--- src/rtl/q2_pkg.sv ---
// rtl/q2_pkg.sv - Shared state encoding, phase constants and sizing helpers for the Q2 sequencer
package q2_pkg;

    // Machine states; the low two bits of the architectural states are (s1,s0)
    typedef enum logic [2:0] {
        ST_FETCH = 3'b000,
        ST_DEREF = 3'b001,
        ST_LOAD  = 3'b010,
        ST_EXEC  = 3'b011,
        ST_ALU   = 3'b100
    } q2_state_e;

    // Each state or ALU bit is split into a setup phase and a write phase
    localparam logic PH_SETUP = 1'b0;
    localparam logic PH_WRITE = 1'b1;

    localparam int ALU_BITS_DEFAULT = 8;

    // Width of the ALU bit counter; never less than one bit
    function automatic int cnt_width(input int bits);
        return (bits > 1) ? $clog2(bits) : 1;
    endfunction

endpackage

--- src/rtl/q2_sequencer_if.sv ---
// rtl/q2_sequencer_if.sv - Decode feedback, front-panel controls and machine-state outputs of the sequencer
interface q2_sequencer_if;
    logic run;
    logic step;
    logic deref;
    logic o2;
    logic s2in;
    logic s0;
    logic ns0;
    logic s1;
    logic ns1;
    logic s2;
    logic s3;
    logic ws;
    logic halted;

    // Sequencer side: consumes decode/panel inputs, produces state encoding
    modport master (
        input  run, step, deref, o2, s2in,
        output s0, ns0, s1, ns1, s2, s3, ws, halted
    );

    // Decode / panel side
    modport slave (
        output run, step, deref, o2, s2in,
        input  s0, ns0, s1, ns1, s2, s3, ws, halted
    );
endinterface

--- src/rtl/q2_bit_counter.sv ---
// rtl/q2_bit_counter.sv - ALU bit counter with clear/enable and current/next last-bit flags
module q2_bit_counter
    import q2_pkg::*;
#(
    parameter int ALU_BITS = ALU_BITS_DEFAULT
) (
    input  logic clk,
    input  logic rst,
    input  logic clr,
    input  logic en,
    output logic last,
    output logic last_next
);
    localparam int CW = cnt_width(ALU_BITS);
    localparam logic [CW-1:0] LAST_BIT = CW'(ALU_BITS - 1);

    logic [CW-1:0] cnt_q;
    logic [CW-1:0] cnt_d;

    // Next count: clear wins, otherwise advance and wrap after the final bit
    always_comb begin
        cnt_d = cnt_q;
        if (clr) begin
            cnt_d = '0;
        end else if (en) begin
            cnt_d = (cnt_q == LAST_BIT) ? '0 : cnt_q + 1'b1;
        end
    end

    // Counter register
    always_ff @(posedge clk) begin
        if (rst) begin
            cnt_q <= '0;
        end else begin
            cnt_q <= cnt_d;
        end
    end

    // last_next lets the owner register s2/s3 in step with the state
    assign last      = (cnt_q == LAST_BIT);
    assign last_next = (cnt_d == LAST_BIT);

endmodule

--- src/rtl/q2_sequencer.sv ---
// rtl/q2_sequencer.sv - Q2 machine-state sequencer with two-phase timing and run/step halting
module q2_sequencer
    import q2_pkg::*;
#(
    parameter int ALU_BITS = ALU_BITS_DEFAULT
) (
    input  logic           clk,
    input  logic           rst,
    q2_sequencer_if.master bus
);
    q2_state_e state_q, state_d;
    logic      phase_q, phase_d;
    logic      halted_q, halted_d;
    logic      s0_q, s0_d, ns0_q, ns0_d;
    logic      s1_q, s1_d, ns1_q, ns1_d;
    logic      s2_q, s2_d, s3_q, s3_d;
    logic      ws_q, ws_d;

    logic cnt_clr;
    logic cnt_en;
    logic cnt_last;
    logic cnt_last_next;

    // Counter is held at zero outside ALU and steps at the end of each bit's write phase
    assign cnt_clr = (state_q != ST_ALU);
    assign cnt_en  = (state_q == ST_ALU) && (phase_q == PH_WRITE);

    q2_bit_counter #(
        .ALU_BITS (ALU_BITS)
    ) u_bit_counter (
        .clk       (clk),
        .rst       (rst),
        .clr       (cnt_clr),
        .en        (cnt_en),
        .last      (cnt_last),
        .last_next (cnt_last_next)
    );

    // Next state: park at FETCH setup while halted, else alternate phases and branch after write
    always_comb begin
        state_d  = state_q;
        phase_d  = phase_q;
        halted_d = halted_q;
        if (halted_q && (state_q == ST_FETCH) && (phase_q == PH_SETUP)) begin
            // Release takes one clock; the instruction then starts with a full setup phase
            if (bus.run || bus.step) begin
                halted_d = 1'b0;
            end
        end else if (phase_q == PH_SETUP) begin
            phase_d = PH_WRITE;
        end else begin
            phase_d = PH_SETUP;
            unique case (state_q)
                ST_FETCH: state_d = bus.deref ? ST_DEREF : (!bus.o2 ? ST_LOAD : ST_EXEC);
                ST_DEREF: state_d = !bus.o2 ? ST_LOAD : ST_EXEC;
                ST_LOAD:  state_d = ST_EXEC;
                ST_EXEC:  state_d = bus.s2in ? ST_ALU : ST_FETCH;
                ST_ALU:   state_d = cnt_last ? ST_FETCH : ST_ALU;
                default:  state_d = ST_FETCH;
            endcase
            // Instruction boundary: decide whether to park based on run only
            if (state_d == ST_FETCH) begin
                halted_d = !bus.run;
            end
        end
    end

    // Output decode from the next state so outputs and state change on the same edge
    always_comb begin
        s0_d  = (state_d == ST_DEREF) || (state_d == ST_EXEC);
        s1_d  = (state_d == ST_LOAD)  || (state_d == ST_EXEC);
        ns0_d = !s0_d;
        ns1_d = !s1_d;
        s2_d  = (state_d == ST_ALU) && !cnt_last_next;
        s3_d  = (state_d == ST_ALU) &&  cnt_last_next;
        ws_d  = phase_d;
    end

    // State, halt flag and registered outputs; reset samples run into halted
    always_ff @(posedge clk) begin
        if (rst) begin
            state_q  <= ST_FETCH;
            phase_q  <= PH_SETUP;
            halted_q <= !bus.run;
            s0_q     <= 1'b0;
            ns0_q    <= 1'b1;
            s1_q     <= 1'b0;
            ns1_q    <= 1'b1;
            s2_q     <= 1'b0;
            s3_q     <= 1'b0;
            ws_q     <= 1'b0;
        end else begin
            state_q  <= state_d;
            phase_q  <= phase_d;
            halted_q <= halted_d;
            s0_q     <= s0_d;
            ns0_q    <= ns0_d;
            s1_q     <= s1_d;
            ns1_q    <= ns1_d;
            s2_q     <= s2_d;
            s3_q     <= s3_d;
            ws_q     <= ws_d;
        end
    end

    assign bus.s0     = s0_q;
    assign bus.ns0    = ns0_q;
    assign bus.s1     = s1_q;
    assign bus.ns1    = ns1_q;
    assign bus.s2     = s2_q;
    assign bus.s3     = s3_q;
    assign bus.ws     = ws_q;
    assign bus.halted = halted_q;

endmodule

--- src/flat_wrapper.sv ---
// flat-port wrapper written by rule: the top's interface ports become plain ports
module q2_sequencer_flat import q2_pkg::*;
#(
    parameter int ALU_BITS = ALU_BITS_DEFAULT
)
  (clk, rst, bus_run, bus_step, bus_deref, bus_o2, bus_s2in, bus_s0, bus_ns0, bus_s1, bus_ns1, bus_s2, bus_s3, bus_ws, bus_halted);
  q2_sequencer_if bus_i ();
  input  logic clk;
  input  logic rst;
  input wire logic [$bits(bus_i.run)-1:0] bus_run;
  input wire logic [$bits(bus_i.step)-1:0] bus_step;
  input wire logic [$bits(bus_i.deref)-1:0] bus_deref;
  input wire logic [$bits(bus_i.o2)-1:0] bus_o2;
  input wire logic [$bits(bus_i.s2in)-1:0] bus_s2in;
  output wire logic [$bits(bus_i.s0)-1:0] bus_s0;
  output wire logic [$bits(bus_i.ns0)-1:0] bus_ns0;
  output wire logic [$bits(bus_i.s1)-1:0] bus_s1;
  output wire logic [$bits(bus_i.ns1)-1:0] bus_ns1;
  output wire logic [$bits(bus_i.s2)-1:0] bus_s2;
  output wire logic [$bits(bus_i.s3)-1:0] bus_s3;
  output wire logic [$bits(bus_i.ws)-1:0] bus_ws;
  output wire logic [$bits(bus_i.halted)-1:0] bus_halted;
  assign bus_i.run = bus_run;
  assign bus_i.step = bus_step;
  assign bus_i.deref = bus_deref;
  assign bus_i.o2 = bus_o2;
  assign bus_i.s2in = bus_s2in;
  assign bus_s0 = bus_i.s0;
  assign bus_ns0 = bus_i.ns0;
  assign bus_s1 = bus_i.s1;
  assign bus_ns1 = bus_i.ns1;
  assign bus_s2 = bus_i.s2;
  assign bus_s3 = bus_i.s3;
  assign bus_ws = bus_i.ws;
  assign bus_halted = bus_i.halted;
  q2_sequencer #(.ALU_BITS(ALU_BITS)) u_core (.clk(clk), .rst(rst), .bus(bus_i));
endmodule
--- config.mk ---
export PLATFORM = sky130hd
export DESIGN_NAME = q2_sequencer_flat
export DESIGN_NICKNAME = d
export VERILOG_FILES = /design/src/rtl/q2_pkg.sv /design/src/rtl/q2_sequencer_if.sv /design/src/rtl/q2_bit_counter.sv /design/src/rtl/q2_sequencer.sv /design/src/flat_wrapper.sv
export SDC_FILE = /design/constraint.sdc
export NUM_CORES = 1
export LEC_CHECK = 0
export ABC_AREA = 1
export CAP_MARGIN = 20
export CORE_MARGIN = 5
export CORE_UTILIZATION = 43
export DETAILED_ROUTE_END_ITERATION = 10
export GPL_TIMING_DRIVEN = 0
export MAX_ROUTING_LAYER = met4
export PLACE_DENSITY = 0.68
export SLEW_MARGIN = 30
export SYNTH_ARGS = -nofsm -noshare
export SYNTH_HDL_FRONTEND = slang
export SYNTH_SLANG_ARGS = --single-unit
export TNS_END_PERCENT = 50
--- constraint.sdc ---
create_clock -name clk -period 3 [get_ports clk]
set_clock_uncertainty 0.1 [all_clocks]
set_input_delay 0.9 -clock clk [delete_from_list [all_inputs] [get_ports clk]]
set_output_delay 0.9 -clock clk [all_outputs]
set_load 0.1 [all_outputs]
* Yosys cells after proc, flatten, opt, wreduce, memory -nomap -nowiden *
Index checks and enable logic that the tools add are counted.

storage, ports and cells
  register bits = 14
  input bits = 7
  output and inout bits = 8
  word-level logic and storage cells = 59

operators by class
  add/sub/neg operators = 1
  equality and inequality tests = 12
  mux-type cells = 18
  bitwise operators = 1
  reductions and logical operators = 17

operators by type and width
  operator             count
  $mux 3               9
  $pmux 3 s5           1
  $eq 3x2->1 const B   4
  $eq 3x3->1 const B   4
  $mux 1               7
  $eq 3x1->1 const B   2
  $logic_not 3->1      2
  $ne 3x3->1 const B   2
  $reduce_bool 3->1    2
  $logic_and 1x1->1    5
  $logic_not 1->1      4
  $add 3x1->3 const B  1
  $logic_or 1x1->1     3
  $reduce_and 3->1     1
  $mux 2               1
  $not 1->1            1

* Logic depth before layout (Yosys ltp) *
Gate-level depths: netlist of the first run.

  depth in word-level cells = 10
  mapped depth = 9
  gate-level depth less buffers = 9

* By module *
From an unflattened synthesis of the first run, not the netlist that was laid out.

unflattened totals
  cell total of the unflattened synthesis = 95
  area total of the unflattened synthesis = 665.6 sq um

by module, submodules not included
  module          instances  cells an instance  area an instance (sq um)  sequential area each (sq um)
  q2_sequencer    1          69                 488.0                     230.2
  q2_bit_counter  1          26                 177.7                     60.1

* Worst setup path before layout of the first run *
Ideal clock, no wire load.

  path type = flip-flop to flip-flop
  start = register u_core.phase_q
  end = register u_core.halted_q, in the netlist u_core.bus.halted, enable pin
  library setup time = 0.247 ns
  arrival = 1.614 ns
  data required time = 2.653 ns
  path slack = 1.039 ns
  cell stages (with the launch flop) = 7
  path buffers = 1
  period minus slack after synthesis = 1.961 ns
  path through = dfxtp_1 > buf_6 > inv_1 > nand4_1 > nand3_1 > o31ai_1 > nor2_1

on the way
  longest elaborated chain between the ends = 4
  elaborated cells between the ends (all ways) = 6
  classes of those cells = eq/ne: 1; bitwise: 1; reduce/logical: 4

RTL lines
  what                                                                     line                source
  start, declared                                                          q2_sequencer.sv:12  logic phase_q, phase_d;
  start signal, assigned                                                   q2_sequencer.sv:94  phase_q <= phase_d;
  $not 1->1                                                                q2_sequencer.sv:44  if (halted_q && (state_q == ST_FETCH) && (phase_q == PH_SETUP)) begin
  $logic_and 1x1->1                                                        q2_sequencer.sv:44
  $ne 3x3->1 (no source line) / $reduce_bool 3->1 (equally long branches)  --
  $reduce_and 3->1 (no source line) (*)                                    --
  end signal, assigned                                                     q2_sequencer.sv:84  halted_q <= !bus.run;
  end signal, assigned                                                     q2_sequencer.sv:95  halted_q <= halted_d;
  end, declared                                                            q2_sequencer.sv:13  logic halted_q, halted_d;

Every way passes the cells marked *; elsewhere a longest branch is shown, timed or not.
A chain may end at the register's enable or synchronous reset.

* Worst setup path after layout of the first run *
  start = register u_core.halted_q, in the netlist u_core.bus.halted
  end = output bus_halted

RTL lines
  what           line                source
  end, declared  flat_wrapper.sv:22  output wire logic [$bits(bus_i.halted)-1:0] bus_halted;

No word-level cell between the ends.

==> flow_summary.json, run 1 <==
{
  "area_growth_pct": 27.44,
  "grt_pass1_vias": 533,
  "start_util_pct": 45.10,
  "place_ws_ps": 510.3,
  "r2r_cells": 8,
  "arrival_ps": 1790,
  "seq_power_share_pct": 32.8,
  "whs_path_depth": 2,
  "grt.total_usage_pct": 11.60,
  "path_depth": 1,
  "rsz0062_at_grt": "false",
  "viasPerCell": 4.881,
  "finalCritPeriodShare_pct": 93.04,
  "p_per_area_mw_per_mm2": 842.6,
  "comb_power_share_pct": 48.4,
  "io_buffers": 13,
  "coreArea_mm2": 0.001506,
  "die_area_mm2": 0.002475,
  "synthTopCellsByArea": "dfxtp_1 (38%), nand2_1 (7.2%), nor2_1 (5.5%), nand3_1 (4.4%), edfxtp_1 (4.4%)",
  "grt_start_max_net_pins": 11,
  "final_layout_size_suffix_gt1_share_pct": 23.53,
  "cts_buffers": 3,
  "yosysTopAreaCell": "dfxtp_1",
  "drtIter0Drc": 5,
  "cp_top_family": "buffers and inverters",
  "finalHoldViolCount": 0,
  "tightest_slew_ps": 978.2,
  "ys.warnings.count": 0,
  "met2_length_um": 622,
  "regToRegStartpoint": "u_core.u_bit_counter.cnt_q[0]",
  "switchingPower_mw": 0.3382,
  "cp_max_fo": 2,
  "end_kind": "primary output",
  "netlist_area_um2": 679.4,
  "routed_wl_um": 1315,
  "cp.required_ps": 2000,
  "timing.critical_path.to": "bus_halted",
  "num_vias": 576,
  "dp_hpwl_um": 1003,
  "wl_met3_um": 38,
  "synthCells": 85,
  "worst-path-buf-inv": 1,
  "dpl_cell_area_um2": 829.5,
  "syn_avg_cell_area_um2": 7.993,
  "max_stage_delay_ps": 1140,
  "highest_layer": "met4",
  "internal-power_mw": 0.3913,
  "cts_buffer_depth": 2,
  "netlist.area_leader.share_pct": 38.31,
  "critPathKind": "reg -> out",
  "row_count": 14,
  "hold_class": "reg -> reg",
  "wl_per_cell_um": 11.14,
  "ant_nets": 0,
  "outcome": "finished clean",
  "grt-ovfl-total": 0,
  "cts_resized": 0,
  "path_clk_slew_ps": 90,
  "worstPathCellList": "clkdlybuf4s50_1",
  "critPathLaunchType": "flip-flop",
  "final_nets": 112,
  "ir_worst_vdd_v": 0.0004182,
  "fin_ws_ps": 208.9,
  "place.gp.congestion": 0.7807,
  "slowest_stage": "clkdlybuf4s50_1",
  "wl_met1_um": 643,
  "post-cts-setup-buffers": 0,
  "grt_pass1_wl_um": 2249,
  "fin_crit_ps": 2791,
  "cts_root_buffer": "clkbuf_4",
  "h-tree-depth": 1,
  "rrSetupSlack_ps": 1440,
  "synthesis.nets": 94,
  "clkPwrFrac_pct": 18.8,
  "firstDrtPassIters": 4,
  "cts.sinks": 14,
  "final_cell_area_um2": 865.8,
  "p_leak_nw": 0.3843,
  "synth_cell_types": 26,
  "drv_cap": 0,
  "maxClockFrequency_mhz": 358.3,
  "slew_headroom_pct": 34.58,
  "setup_violations": 0,
  "clk_latency_ps": 280,
  "slew_viol_final": 0,
  "regToRegEndpoint": "u_core.bus.halted",
  "tritoncts": "done",
  "swShare_pct": 46.37,
  "post-route-drc-count": 0,
  "top_level_ports": 15,
  "num_antenna_cells": 0,
  "ys_seq_area_share_pct": 42.73,
  "synth-seq-cells": 14,
  "hold_buffers": 0,
  "crit_start": "u_core.bus.halted",
  "fp.dieH_um": 49.75,
  "die_w_um": 49.75,
  "setup_tns_ps": 0,
  "grt_antenna_before_repair": 0
}
[synth_stat cells]
library cell / instances
nand2_2: 4
or2_1: 1
ha_1: 2
clkinv_1: 1
dfxtp_1: 13
nand3_1: 6
or2_2: 2
o21ai_2: 1
o31ai_1: 1
edfxtp_1: 1
nand4_1: 1
nor2_4: 2
nor2_2: 3
o21ai_0: 2
a21oi_2: 1
nand2_1: 13
buf_6: 1
buf_2: 1
inv_1: 8
nor3_1: 3
nand3_2: 2
nand2_4: 1
a21oi_1: 2
nand3b_1: 1
nor2_1: 10
inv_2: 2
[final cells by class]
type / instances / area [µm²]
Multi-Input combinational cell: 58 / 331.6
Clock buffer: 4 / 36.28
Timing Repair Buffer: 13 / 130.1
Buffer: 2 / 16.27
Inverter: 11 / 41.29
Sequential cell: 14 / 290.3
Tap cell: 16 / 20.02
Fill cell: 149 / 640.6
[routing by layer]
layer / up-vias / GRT usage, %
met5: - / -
met2: 10 / 17.37
met3: 2 / 2.711
li1: 303 / -
met4: 0 / 5.240
met1: 261 / 14.71
[power groups by stage]
| stage | Clock, mW | Combinational [mW] | Sequential, mW |
|---|---|---|---|
| after floorplan | 0 | 0.145 | 0.380 |
| after global placement | 0 | 0.350 | 0.243 |
| after detailed placement | 0 | 0.353 | 0.244 |
| after CTS | 0.140 | 0.355 | 0.240 |
| after global routing | 0.147 | 0.377 | 0.243 |
| final | 0.137 | 0.353 | 0.239 |
[sequential cells by signal, summed over array words and instances, names as in the netlist]
name,count
u_core.bus.ns1,1
u_core.bus.s3,1
u_core.bus.s2,1
u_core.bus.s0,1
u_core.bus.halted,1
u_core.u_bit_counter.cnt_q,3
u_core.bus.s1,1
u_core.bus.ns0,1
u_core.phase_q,1
u_core.state_q,3
[cells in the final DEF (no fill, tap or decap), types with 2 or more instances in the layout]
master,count
a21oi_1,2
clkbuf_4,3
clkdlybuf4s50_1,13
dfxtp_1,13
ha_1,2
inv_1,8
inv_2,2
nand2_1,13
nand2_2,4
nand3_1,6
nand3_2,2
nor2_1,10
nor2_2,3
nor2_4,2
nor3_1,3
o21ai_0,2
or2_2,2
[worst min-delay path by stage]
stage | start | end
after floorplan | u_core.state_q[2] | u_core.u_bit_counter.cnt_q[0]
after global placement | u_core.state_q[2] | u_core.u_bit_counter.cnt_q[0]
after detailed placement | u_core.state_q[2] | u_core.u_bit_counter.cnt_q[0]
after CTS | u_core.state_q[2] | u_core.u_bit_counter.cnt_q[0]
after global routing | u_core.state_q[2] | u_core.u_bit_counter.cnt_q[0]
final | u_core.state_q[2] | u_core.u_bit_counter.cnt_q[0]
[stage by stage]
stage	util [%]	instances	hold slack, ps	power, mW
final	57.48	118	470.3	0.7295
after global placement	55.07	114	458.3	0.5934
after CTS	57.48	118	477.6	0.7337
after floorplan	-	85	425.7	0.5253
after global routing	57.48	118	526.8	0.7674
after detailed placement	55.07	114	458.3	0.5969
[kinds of logic after synthesis]
logic type               synth area share, %
adder cells (fa/ha/maj)                3.683
AO/OA/AOI/OAI                          6.631
buffers and inverters                  8.471
AND/OR/NAND/NOR                        38.49
flip-flops                             42.73
No activity file was read; power rests on OpenSTA's default activity.
==> inputs of run 2 (changes only) <==
Settings changed: REMOVE_ABC_BUFFERS set to 1.
==> run 2 against run 1 <==
Worst hold slack got worse by 0.84 ps; global-route usage rose by 0.52 points; clock power barely moved; routed wire length fell by 2.4%; first-iteration DRC count rose by 120%; sequential power rose by 3%; worst setup slack got worse by 7.2 ps; die area did not move; via count fell by 0.17%; register-to-register slack got worse by 20 ps; cell count fell by 0.85%; flip-flop and latch count did not move; largest cell class unchanged; highest routed layer unchanged.
==> flow_summary.json, run 2 (same netlist as run 1, synthesis figures left out) <==
{
  "p_leak_nw": 0.3811,
  "wl_per_cell_um": 10.97,
  "cp.required_ps": 2000,
  "routed_wl_um": 1284,
  "final_cell_mix": "nand2_1 (13), clkdlybuf4s50_1 (13), dfxtp_1 (13)",
  "final_cells": 117,
  "tightest_slew_ps": 978.0,
  "finalCritPeriodShare_pct": 93.28,
  "cts_buffers": 3,
  "final_nets": 111,
  "cts_root_buffer": "clkbuf_4",
  "place.gp.congestion": 0.7666,
  "cts.sinks": 14,
  "end_kind": "primary output",
  "outcome": "finished clean",
  "start_util_pct": 45.10,
  "setup_tns_ps": 0,
  "hold_class": "reg -> reg",
  "fin_util_pct": 56.98,
  "firstDrtPassIters": 4,
  "cts_buffer_depth": 2,
  "worst-path-buf-inv": 1,
  "row_count": 14,
  "top_level_ports": 15,
  "worstPathCellList": "clkdlybuf4s50_1",
  "ir_worst_vdd_v": 0.0004669,
  "fin_ws_ps": 201.7,
  "num_antenna_cells": 0,
  "max_stage_delay_ps": 1140,
  "cp_top_family": "buffers and inverters",
  "grt_start_max_net_pins": 12,
  "critPathLaunchType": "flip-flop",
  "slew_viol_final": 0,
  "rsz0062_at_grt": "false",
  "grt.total_usage_pct": 12.13,
  "h-tree-depth": 1,
  "maxClockFrequency_mhz": 357.4,
  "grt-ovfl-total": 0,
  "tritoncts": "done",
  "slew_headroom_pct": 34.60,
  "die_area_mm2": 0.002475,
  "finalHoldViolCount": 0,
  "die_w_um": 49.75,
  "place_ws_ps": 258.4,
  "grt_pass1_wl_um": 2283,
  "drtIter0Drc": 11,
  "viasPerCell": 4.915,
  "critPathKind": "reg -> out",
  "drv_cap": 0,
  "grt_antenna_before_repair": 0,
  "n_fill_cell": 141,
  "area_growth_pct": 26.34,
  "coreArea_mm2": 0.001506,
  "top_regs": "u_core.state_q (3), u_core.u_bit_counter.cnt_q (3)",
  "fp.dieH_um": 49.75,
  "post-route-drc-count": 0,
  "final_layout_size_suffix_gt1_share_pct": 21.78,
  "arrival_ps": 1800,
  "ant_nets": 0,
  "num_vias": 575,
  "p_per_area_mw_per_mm2": 837.7,
  "path_clk_slew_ps": 90,
  "cp_max_fo": 2,
  "fin_crit_ps": 2798,
  "setup_violations": 0,
  "grt_pass1_vias": 541,
  "io_buffers": 14,
  "clk_latency_ps": 280,
  "dp_cells": 113,
  "slowest_stage": "clkdlybuf4s50_1",
  "dp_hpwl_um": 991.2
}
[run 2: worst paths after layout]
check                           startpoint                             to  slack (ps)  cells after the start
max                      u_core.bus.halted                     bus_halted         200                      1
min reg2reg              u_core.state_q[2]  u_core.u_bit_counter.cnt_q[0]         470                      2
max reg2reg  u_core.u_bit_counter.cnt_q[0]              u_core.bus.halted        1420                      8
min                      u_core.state_q[2]  u_core.u_bit_counter.cnt_q[0]         470                      2
[run 2: layer usage]
layer	up-vias	share of wire (%)	wire [µm]	global-route usage, %
met5	-	0	0	-
met4	0	2.6	34	5.677
met3	5	3.7	47	3.614
met2	10	46	586	17.58
met1	261	48	616	15.31
li1	299	-	-	-
[run 2: final cells by class]
type | count | area, µm² | share of cell area [%]
flip-flops and latches | 14 | 290.3 | 33.82
multi-input cells | 58 | 331.6 | 38.63
repair buffers | 14 | 138.9 | 16.18
inverters | 11 | 41.29 | 4.810
clock buffers | 4 | 36.28 | 4.227
well taps | 16 | 20.02 | 2.332
[run 2: where the power goes]
| part | leakage (nW) | total (mW) | switching [mW] | internal (mW) |
|---|---|---|---|---|
| logic | 0.244 | 0.334 | 0.243 | 0.0914 |
| clock network | 0.0210 | 0.138 | 0.0640 | 0.0738 |
| registers | 0.116 | 0.247 | 0.0286 | 0.218 |
| total | 0.381 | 0.719 | 0.336 | 0.383 |
[run 2: timing repair]
item | CTS | global route
setup buffers | 0 | 0
endpoints found under the setup margin | 1 | 0
hold buffers | 0 | 0
resized for setup | 1 | 0
endpoints found under the hold margin | 0 | 0
[run 2: stage by stage]
stage | power, mW | instance area (µm²) | hold slack [ps]
after detailed placement | 0.5883 | 823.3 | 464.8
after global placement | 0.5854 | 823.3 | 454.8
final | 0.7191 | 858.3 | 469.5
after floorplan | 0.5162 | 663.1 | 425.7
after CTS | 0.7241 | 858.3 | 466.1
after global routing | 0.7637 | 858.3 | 503.7
